`src/rtl/id_ex_stage.sv`:
```
// id_ex_stage: ID/EX pipeline register with ALU op decode, immediate select and EX/MEM, MEM/WB forwarding (ID_EX_NOR_EN adds nor decode)
module id_ex_stage #(
  parameter int DW = 32,
  parameter int RW = 5
) (
  input  logic          clk,
  input  logic          rst,
  input  logic          stall,
  input  logic          flush,
  input  logic          in_valid,
  input  logic [1:0]    aluop,
  input  logic [5:0]    funct,
  input  logic [DW-1:0] rs_data,
  input  logic [DW-1:0] rt_data,
  input  logic [15:0]   imm,
  input  logic          alusrc,
  input  logic          sign_ext,
  input  logic [RW-1:0] rs_addr,
  input  logic [RW-1:0] rt_addr,
  input  logic [RW-1:0] rd_addr,
  input  logic          regdst,
  input  logic          regwrite,
  input  logic          exmem_wr,
  input  logic [RW-1:0] exmem_rd,
  input  logic [DW-1:0] exmem_res,
  input  logic          memwb_wr,
  input  logic [RW-1:0] memwb_rd,
  input  logic [DW-1:0] memwb_res,
  output logic [3:0]    op,
  output logic [DW-1:0] A,
  output logic [DW-1:0] B,
  output logic [DW-1:0] store_data,
  output logic [RW-1:0] wr_addr,
  output logic          wr_en,
  output logic          out_valid,
  output logic          illegal
);
  logic [3:0]    dec_op, op_q;
  logic          dec_ill, ill_q, v_q, wen_q, src_q;
  logic [RW-1:0] wa_q, rsa_q, rta_q;
  logic [DW-1:0] rsd_q, rtd_q, ext_q, imm_ext, fwd_rs, fwd_rt;
  logic          bubble, load;
  assign bubble  = flush | ~in_valid;
  assign load    = flush | ~stall;
  assign imm_ext = sign_ext ? {{(DW-16){imm[15]}}, imm} : {{(DW-16){1'b0}}, imm};
  // ALU op decode from aluop/funct; unknown R-type funct falls back to add and flags illegal
  always_comb begin
    dec_op  = 4'b0010;
    dec_ill = 1'b0;
    if (aluop == 2'b01) dec_op = 4'b0110;
    else if (aluop == 2'b11) dec_op = 4'b0001;
    else if (aluop == 2'b10)
      case (funct)
        6'b100000: dec_op = 4'b0010;
        6'b100010: dec_op = 4'b0110;
        6'b100100: dec_op = 4'b0000;
        6'b100101: dec_op = 4'b0001;
        6'b101010: dec_op = 4'b0111;
`ifdef ID_EX_NOR_EN
        6'b100111: dec_op = 4'b1100;
`endif
        default:   dec_ill = 1'b1;
      endcase
  end
  // stage register: flush or an empty ID slot loads a bubble, stall holds, otherwise capture
  always_ff @(posedge clk or posedge rst) begin
    if (rst) begin
      v_q   <= 1'b0;
      wen_q <= 1'b0;
      op_q  <= 4'b0010;
      ill_q <= 1'b0;
      wa_q  <= '0;
      rsa_q <= '0;
      rta_q <= '0;
      rsd_q <= '0;
      rtd_q <= '0;
      ext_q <= '0;
      src_q <= 1'b0;
    end else if (load) begin
      v_q   <= ~bubble;
      wen_q <= ~bubble & regwrite;
      op_q  <= bubble ? 4'b0010 : dec_op;
      ill_q <= ~bubble & dec_ill;
      wa_q  <= bubble ? '0 : (regdst ? rd_addr : rt_addr);
      rsa_q <= bubble ? '0 : rs_addr;
      rta_q <= bubble ? '0 : rt_addr;
      rsd_q <= bubble ? '0 : rs_data;
      rtd_q <= bubble ? '0 : rt_data;
      ext_q <= bubble ? '0 : imm_ext;
      src_q <= ~bubble & alusrc;
    end
  end
  assign fwd_rs = (exmem_wr && exmem_rd != '0 && exmem_rd == rsa_q) ? exmem_res :
                  (memwb_wr && memwb_rd != '0 && memwb_rd == rsa_q) ? memwb_res : rsd_q;
  assign fwd_rt = (exmem_wr && exmem_rd != '0 && exmem_rd == rta_q) ? exmem_res :
                  (memwb_wr && memwb_rd != '0 && memwb_rd == rta_q) ? memwb_res : rtd_q;
  assign op         = op_q;
  assign A          = fwd_rs;
  assign store_data = fwd_rt;
  assign B          = src_q ? ext_q : fwd_rt;
  assign wr_addr    = wa_q;
  assign wr_en      = wen_q;
  assign out_valid  = v_q;
  assign illegal    = ill_q;
endmodule

```
`config.mk`:
```
export PLATFORM = sky130hd
export DESIGN_NAME = id_ex_stage
export DESIGN_NICKNAME = d
export VERILOG_FILES = /design/src/rtl/id_ex_stage.sv
export SDC_FILE = /design/constraint.sdc
export NUM_CORES = 1
export LEC_CHECK = 0
export CAP_MARGIN = 20
export CELL_PAD_IN_SITES_DETAIL_PLACEMENT = 1
export CELL_PAD_IN_SITES_GLOBAL_PLACEMENT = 1
export CORE_ASPECT_RATIO = 0.7
export CORE_UTILIZATION = 32
export CTS_CLUSTER_DIAMETER = 50
export CTS_CLUSTER_SIZE = 8
export DETAILED_ROUTE_END_ITERATION = 8
export HOLD_SLACK_MARGIN = 0.03
export PLACE_DENSITY = 0.94
export SLEW_MARGIN = 10
export SYNTH_ARGS = -nofsm -noshare
export SYNTH_HDL_FRONTEND = slang
export SYNTH_SLANG_ARGS = --single-unit
```
`constraint.sdc`:
```
create_clock -name clk -period 11.5 [get_ports clk]
set_input_delay 2.875 -clock clk [delete_from_list [all_inputs] [get_ports clk]]
set_output_delay 2.875 -clock clk [all_outputs]
set_load 0.01 [all_outputs]
```
==> out/metrics.yaml, run 1 <==
antenna_found_initial: 0
pre_cts_slack_ns: 2.44
post_drt_wl_per_cell_um: 22.0
crit_required_ns: 8.63
insertion_delay_ns: 0.34
synth_area_sq_um: 6000
numCtsBuffers: 9
synth-edff-count: 0
post-route-drc-count: 34
cts_buffer_depth: 2
place_hpwl_mm: 17.7
die_area_sq_um: 19300
ctsResizeCount: 0
cts_tree: "built"
cts.clk_slew.worst_paths_ns: 0.07
mostFrequentLayoutCells: "clkdlybuf4s50_1 (294), dfrtp_1 (101), a22o_1 (94)"
p_leak_nw: 3.89
tns_ns: 0
layout_commonest_cell: "clkdlybuf4s50_1"
ys_warn_count: 0
fin_cells: 1106
crit_chain: "clkdlybuf4s50_1, or4_1, o21a_1, and3_1, nor2_2, a221oi_1, clkdlybuf4s50_1"
area_growth_pct: 56.6
portBuffers: 294
cts_root_buffer: "clkbuf_16"
setup_slack_ns: 2.40
ys_async_sr_fraction: 1.00
dr_total_vias: 6149
drt_pass1_iterations: 7
synth_ff_type: "dfrtp_1"
htreeDepth: 3
ys_seq_elements: 103
p_total_mw: 0.921
maxCapViolations: 0
dp.cells: 1087
violations: "DRC"
fmaxAchievable_ghz: 0.110
tightest_slew_ns: 1.13
max-vdd-ir-drop_uv: 64.9
cts_setup_buffers: 0
fin_crit_sh: 0.791
fin_crit_ns: 9.10
start_util: 0.330
cpMaxStageDelayCell: "nor2_2"
die_y_um: 117
setup_viol: 0
cp_common_cell: "clkdlybuf4s50_1"
grt_pass1_vias: 6520
finalHoldViolCount: 0
fp.coreArea_sq_um: 18200
p_per_area_nw_per_um2: 98.0
vias_per_cell: 5.56
hold_class: "flop to flop"
grt_use_total: 0.251
drt_iter0_markers: 440
num_io_pins: 296
overflow: 0
die_w_um: 166
synth_cells: 609
r2r_start: "src_q"
yosysSeqAreaShare: 0.430
crit_fanout: 19
max_stage_delay_ns: 0.83
antennaDiodeCount: 0
start_kind: "input port"
crit_type: "input port to output port"
row_count: 41
skew_ns: 0
synth.distinct_cells: 38
crit_start: "exmem_rd[1]"
antenna_left: 0
slew_headroom: 0.247
arrival_ns: 6.22
wl_mm: 24.4
hold_start: "op[1]"
nets: 1053
grt_max_degree: 104
fillers: 2024
end_kind: "output port"
syn_area_per_cell_sq_um: 9.85
synth_nets: 797
postCtsHoldBufs: 0
rsz0062_at_grt: "false"
grt_pass1_wl_mm: 37.6
cts_sinks: 103
place.gp.congestion: 0.844
outcome: "finished with violations"
drive_above_1_share: 0.0621
maxSlewViolCount: 0
## metal layers
layer | global-route usage | routed length (um) | vias to the layer above
li1 | - | - | 2785
met1 | 0.311 | 10500 | 3136
met2 | 0.441 | 12100 | 199
met3 | 0.0607 | 1420 | 29
met4 | 0.0698 | 393 | 0
met5 | 0 | 0 | -
## flip-flops by register name (all words and copies together), names as in the netlist
name,flops
illegal,1
rsd_q,32
wr_addr,5
op,3
rtd_q,32
rta_q,5
out_valid,1
wr_en,1
ext_q,17
src_q,1
rsa_q,5
## worst max-delay path, delay by kind of cell
| family | cells | cell delay, ns |
|---|---|---|
| buffers and inverters | 2 | 1.02 |
| and+or+nand+nor | 3 | 1.88 |
| AOI/OAI and AO/OA | 2 | 0.41 |
## cell families after synthesis
kind of cell,synth area share
AO/OA/AOI/OAI,0.280
XOR/XNOR,0.0292
buffers and inverters,0.0594
flip-flops,0.430
multiplexers,0.0851
other,0.000625
AND/OR/NAND/NOR,0.116
## final timing paths
path | depth (start not counted) | slack (ns) | end
min reg2reg | 2 | 0.47 | op[1]
min in group asynchronous | 2 | 2.88 | rtd_q[2]
max | 7 | 2.40 | B[2]
max reg2reg | 1 | 10.59 | src_q
min | 2 | 0.47 | op[1]
max in group asynchronous | 3 | 7.25 | src_q
## cell type report
cell class / instances / area (sq um) / share of cell area
Sequential cell: 103 / 2580 / 0.275
Tap cell: 236 / 295 / 0.0314
Clock inverter: 4 / 55.1 / 0.00586
Multi-Input combinational cell: 428 / 3090 / 0.328
Clock buffer: 12 / 246 / 0.0262
Inverter: 18 / 70.1 / 0.00746
Timing Repair Buffer: 305 / 3060 / 0.326
## power by group
group | switching, mW | internal (mW) | total (mW)
Clock | 0.139 | 0.176 | 0.315
Combinational | 0.0942 | 0.126 | 0.220
Sequential | 0.0108 | 0.376 | 0.386
Total | 0.244 | 0.677 | 0.921
## synthesized netlist by cell type (all sizes together), types with 4 or more instances
cell | n | area (sq um)
a21oi | 15 | 75.1
a221oi | 32 | 393
a22o | 94 | 823
and3 | 20 | 125
buf | 24 | 154
clkbuf | 36 | 135
dfrtp | 102 | 2550
inv | 18 | 67.6
mux2i | 51 | 510
nand2 | 46 | 173
nand3 | 4 | 32.5
nor2 | 55 | 209
nor3 | 18 | 90.1
o21ai | 38 | 190
o31ai | 18 | 135
xnor2 | 4 | 35.0
xor2 | 16 | 140
## metrics by stage
stage | hold WS [ns] | util | cell area (sq um)
6_report | 0.470 | 0.517 | 9400
2_1_floorplan | 0.465 | - | 6000
3_3_place_gp | 0.451 | 0.498 | 9030
5_1_grt | 0.503 | 0.517 | 9400
3_5_place_dp | 0.460 | 0.498 | 9030
4_1_cts | 0.471 | 0.514 | 9340
Note: power is estimated with default switching activity, not from simulation.
==> inputs of run 2 (changes only) <==
--- a/config.mk
+++ b/config.mk
@@ -9,12 +9,12 @@
 export CELL_PAD_IN_SITES_DETAIL_PLACEMENT = 1
 export CELL_PAD_IN_SITES_GLOBAL_PLACEMENT = 1
 export CORE_ASPECT_RATIO = 0.7
-export CORE_UTILIZATION = 32
+export CORE_UTILIZATION = 30
 export CTS_CLUSTER_DIAMETER = 50
 export CTS_CLUSTER_SIZE = 8
 export DETAILED_ROUTE_END_ITERATION = 8
 export HOLD_SLACK_MARGIN = 0.03
-export PLACE_DENSITY = 0.94
+export PLACE_DENSITY = 0.89
 export SLEW_MARGIN = 10
 export SYNTH_ARGS = -nofsm -noshare
 export SYNTH_HDL_FRONTEND = slang
==> constraint.sdc (replaced) <==
create_clock -name clk -period 9.35 [get_ports clk]
set_input_delay 2.3375 -clock clk [delete_from_list [all_inputs] [get_ports clk]]
set_output_delay 2.3375 -clock clk [all_outputs]
set_load 0.01 [all_outputs]
==> out/metrics.yaml, run 2 (same netlist as run 1, synthesis figures left out) <==
outcome: "finished clean"
hold_start: "op[1]"
drt_pass1_iterations: 4
grt_pass1_wl_mm: 37.7
fmaxAchievable_ghz: 0.127
internal_power_mw: 0.835
grt_use_total: 0.240
hold_class: "flop to flop"
antenna_found_initial: 1
cpMaxStageDelayCell: "clkdlybuf4s50_1"
die_area_sq_um: 20600
swShare: 0.269
cts_tree: "built"
reg_top3: "rsd_q (32), rtd_q (32), ext_q (17)"
nets: 1054
area_growth_pct: 57.7
numCtsBuffers: 9
dp.cells: 1116
tightest_slew_ns: 0.991
end_kind: "output port"
r2r_start: "src_q"
row_count: 42
num_io_pins: 296
crit_type: "input port to output port"
crit_start: "exmem_rd[1]"
antenna_left: 0
wl_mm: 24.7
fp.coreArea_sq_um: 19200
overflow: 0
whs_ns: 0.466
drt_iter0_markers: 376
layout_commonest_cell: "clkdlybuf4s50_1"
p_per_area_nw_per_um2: 121
maxSlewViolCount: 0
fillers: 2141
die_y_um: 120
p_leak_nw: 3.91
fin_crit_sh: 0.845
finalHoldViolCount: 0
skew_ns: 0
p_total_mw: 1.14
portBuffers: 294
crit_required_ns: 7.01
arrival_ns: 5.57
mostFrequentLayoutCells: "clkdlybuf4s50_1 (294), dfrtp_1 (101), a22o_1 (94)"
postCtsHoldBufs: 0
drive_above_1_share: 0.0643
die_w_um: 171
setup_viol: 0
maxCapViolations: 0
p_switching_mw: 0.308
cts_buffer_depth: 2
grt_pass1_vias: 6480
htreeDepth: 3
max-vdd-ir-drop_uv: 82.2
post_drt_wl_per_cell_um: 21.7
fin_cells: 1136
grt_max_degree: 104
tns_ns: 0
ctsResizeCount: 0
fin_crit_ns: 7.90
cts_sinks: 103
place.gp.congestion: 0.797
multi_input_area_sq_um: 3090
crit_fanout: 34
p_seq_frac: 0.415
pwr-share-clk: 0.348
combinationalPowerShare: 0.237
insertion_delay_ns: 0.35
place_hpwl_mm: 18.0
post-route-drc-count: 0
crit_chain: "clkdlybuf4s50_1, or4_1, o21a_1, nand3_2, buf_4, nor3_1, a221oi_1, clkdlybuf4s50_1"
ff_latch_area_sq_um: 2580
rsz0062_at_grt: "false"
cts_root_buffer: "clkbuf_16"
cts_setup_buffers: 0
start_kind: "input port"
start_util: 0.312
slew_headroom: 0.339
cts.clk_slew.worst_paths_ns: 0.07
max_stage_delay_ns: 0.62
cp_common_cell: "clkdlybuf4s50_1"
vias_per_cell: 5.39
dr_total_vias: 6120
==> run 2: cell type report <==
cell class | instances | share of cell area
clock buffers | 11 | 0.0257
inverters | 18 | 0.00741
flip-flops and latches | 103 | 0.273
repair buffers | 306 | 0.326
well taps | 264 | 0.0349
diodes | 1 | 0.000265
clock inverters | 5 | 0.00688
multi-input cells | 428 | 0.326
==> run 2: critical path: cells and delay by family <==
kind	cells	cell delay, ns
buffers and inverters	3	1.55
AOI/OAI and AO/OA	2	0.51
and+or+nand+nor	3	1.15
==> run 2: per-stage QoR <==
step / area [sq um] / worst slack (ns) / utilization
global route: 9460 / 1.22 / 0.492
finish: 9460 / 1.45 / 0.492
detailed placement: 9090 / 1.39 / 0.473
CTS: 9400 / 1.37 / 0.489
floorplan: 6000 / 3.07 / -
global placement: 9070 / 1.38 / 0.472
==> run 2: worst paths after layout <==
check / end / slack (ns) / cells after the start
worst max-delay path: B[6] / 1.45 / 8
worst min-delay path: op[1] / 0.47 / 2
worst max register to register: src_q / 8.44 / 1
worst min register to register: op[1] / 0.47 / 2
max in group asynchronous: src_q / 5.72 / 3
min in group asynchronous: ext_q[7] / 2.49 / 2
==> run 2: metal layers <==
layer	vias to the layer above	track usage	wire [um]
met2	214	0.410	12200
li1	2786	-	-
met4	0	0.0530	374
met3	25	0.0589	1580
met5	-	0	0
met1	3095	0.304	10500
==> run 2: power by group through the flow <==
stage / clock (mW) / combinational, mW / sequential, mW
2_1_floorplan: 0 / 0.100 / 0.479
3_3_place_gp: 0 / 0.261 / 0.485
3_5_place_dp: 0 / 0.267 / 0.486
4_1_cts: 0.409 / 0.268 / 0.477
5_1_grt: 0.426 / 0.290 / 0.477
6_report: 0.398 / 0.271 / 0.475
==> inputs of run 3 (changes only) <==
--- a/config.mk
+++ b/config.mk
@@ -9,12 +9,12 @@
 export CELL_PAD_IN_SITES_DETAIL_PLACEMENT = 1
 export CELL_PAD_IN_SITES_GLOBAL_PLACEMENT = 1
 export CORE_ASPECT_RATIO = 0.7
-export CORE_UTILIZATION = 30
+export CORE_UTILIZATION = 27
 export CTS_CLUSTER_DIAMETER = 50
 export CTS_CLUSTER_SIZE = 8
 export DETAILED_ROUTE_END_ITERATION = 8
 export HOLD_SLACK_MARGIN = 0.03
-export PLACE_DENSITY = 0.89
+export PLACE_DENSITY = 0.85
 export SLEW_MARGIN = 10
 export SYNTH_ARGS = -nofsm -noshare
 export SYNTH_HDL_FRONTEND = slang
==> constraint.sdc (replaced) <==
create_clock -name clk -period 6.5 [get_ports clk]
set_input_delay 1.625 -clock clk [delete_from_list [all_inputs] [get_ports clk]]
set_output_delay 1.625 -clock clk [all_outputs]
set_load 0.01 [all_outputs]
==> out/metrics.yaml, run 3 (same netlist as run 1, synthesis figures left out) <==
outcome: "finished clean"
fillers: 2415
grt_use_total: 0.231
fin_crit_sh: 0.952
rsz0062_at_grt: "false"
setup_slack_ns: 0.312
min_path_cells: 2
place.gp.congestion: 0.912
portBuffers: 294
drt_iter0_markers: 314
cts.clk_slew.worst_paths_ns: 0.08
reg2reg_to: "src_q"
mostFrequentLayoutCells: "clkdlybuf4s50_1 (294), dfrtp_1 (101), a22o_1 (94)"
area_growth_pct: 59.8
htreeDepth: 3
cts_buffer_depth: 2
antenna_left: 0
postCtsHoldBufs: 0
fin_crit_ns: 6.19
rrSetupSlack_ns: 4.97
cts_tree: "built"
r2r_start: "src_q"
cts_root_buffer: "clkbuf_16"
layout_commonest_cell: "clkdlybuf4s50_1"
grt_pass1_vias: 6528
tightest_slew_ns: 0.865
drive_above_1_share: 0.0696
setup_viol: 0
die_area_sq_um: 22800
fmaxAchievable_ghz: 0.162
reg_top3: "rsd_q (32), rtd_q (32), ext_q (17)"
fp.coreArea_sq_um: 21700
hold_start: "op[1]"
drt_pass1_iterations: 5
whs_ns: 0.478
hold_class: "flop to flop"
slew_headroom: 0.424
overflow: 0
end_kind: "output port"
grt_max_degree: 66
crit_required_ns: 4.88
arrival_ns: 4.56
rr_worst_depth: 2
insertion_delay_ns: 0.34
die_y_um: 127
num_io_pins: 296
start_kind: "input port"
p_total_mw: 1.72
wl_mm: 26.3
post-route-drc-count: 0
postLayoutCoreUtil: 0.441
crit_type: "input port to output port"
skew_ns: 0
grt_pass1_wl_mm: 40.0
start_util: 0.276
p_leak_nw: 3.96
post_drt_wl_per_cell_um: 22.7
numCtsBuffers: 9
antenna_found_initial: 3
vias_per_cell: 5.26
pre_cts_slack_ns: 0.289
p_per_area_nw_per_um2: 179
place_hpwl_mm: 19.7
maxCapViolations: 0
dr_total_vias: 6109
nets: 1059
holdPathEnd: "op[1]"
die_w_um: 180
cts_sinks: 103
crit_fanout: 22
finalHoldViolCount: 0
maxSlewViolCount: 0
cts_setup_buffers: 0
row_count: 45
tns_ns: 0
max-vdd-ir-drop_uv: 106
ctsResizeCount: 0
run 3: worst max path at each step:
stage          endpoint  slack (ns)  cells after the start        start
3_5_place_dp      A[15]        0.29                      7  exmem_rd[1]
2_1_floorplan     A[10]        1.65                      7  memwb_rd[1]
3_3_place_gp      A[15]        0.30                      7  exmem_rd[1]
5_1_grt           B[17]        0.15                      7  memwb_rd[1]
6_report          A[15]        0.31                      8  memwb_rd[1]
4_1_cts           A[15]        0.26                      7  exmem_rd[1]
run 3: metrics by stage:
stage	std cells	area, sq um
floorplan	609	6000
global placement	1139	9170
detailed placement	1141	9220
CTS	1157	9560
global route	1160	9580
finish	1162	9590
run 3: metal layers:
metal	global-route usage	part of all wire
met1	0.313	0.47
met2	0.371	0.45
met3	0.0568	0.064
met4	0.0538	0.014
met5	0	0
run 3: power breakdown:
group,switching [mW],internal (mW),leakage (nW)
clock network,0.254,0.379,0.160
logic,0.172,0.225,2.40
registers,0.0210,0.664,1.40
run 3: critical path, stage by stage:
cell and delay, ns:
clkdlybuf4s50_1 0.47, or4_1 0.54, o21a_1 0.31, and4_2 0.39, buf_12 0.25, mux2i_1 0.13
o21ai_0 0.24, clkdlybuf4s50_1 0.59
run 3: cell type report:
| type | count | area (sq um) | share of cell area |
|---|---|---|---|
| multi-input cells | 428 | 3090 | 0.322 |
| repair buffers | 311 | 3150 | 0.328 |
| diodes | 4 | 10.0 | 0.00104 |
| clock buffers | 11 | 233 | 0.0243 |
| inverters | 18 | 70.1 | 0.00731 |
| flip-flops and latches | 103 | 2580 | 0.269 |
| well taps | 282 | 353 | 0.0368 |
| clock inverters | 5 | 106 | 0.0111 |
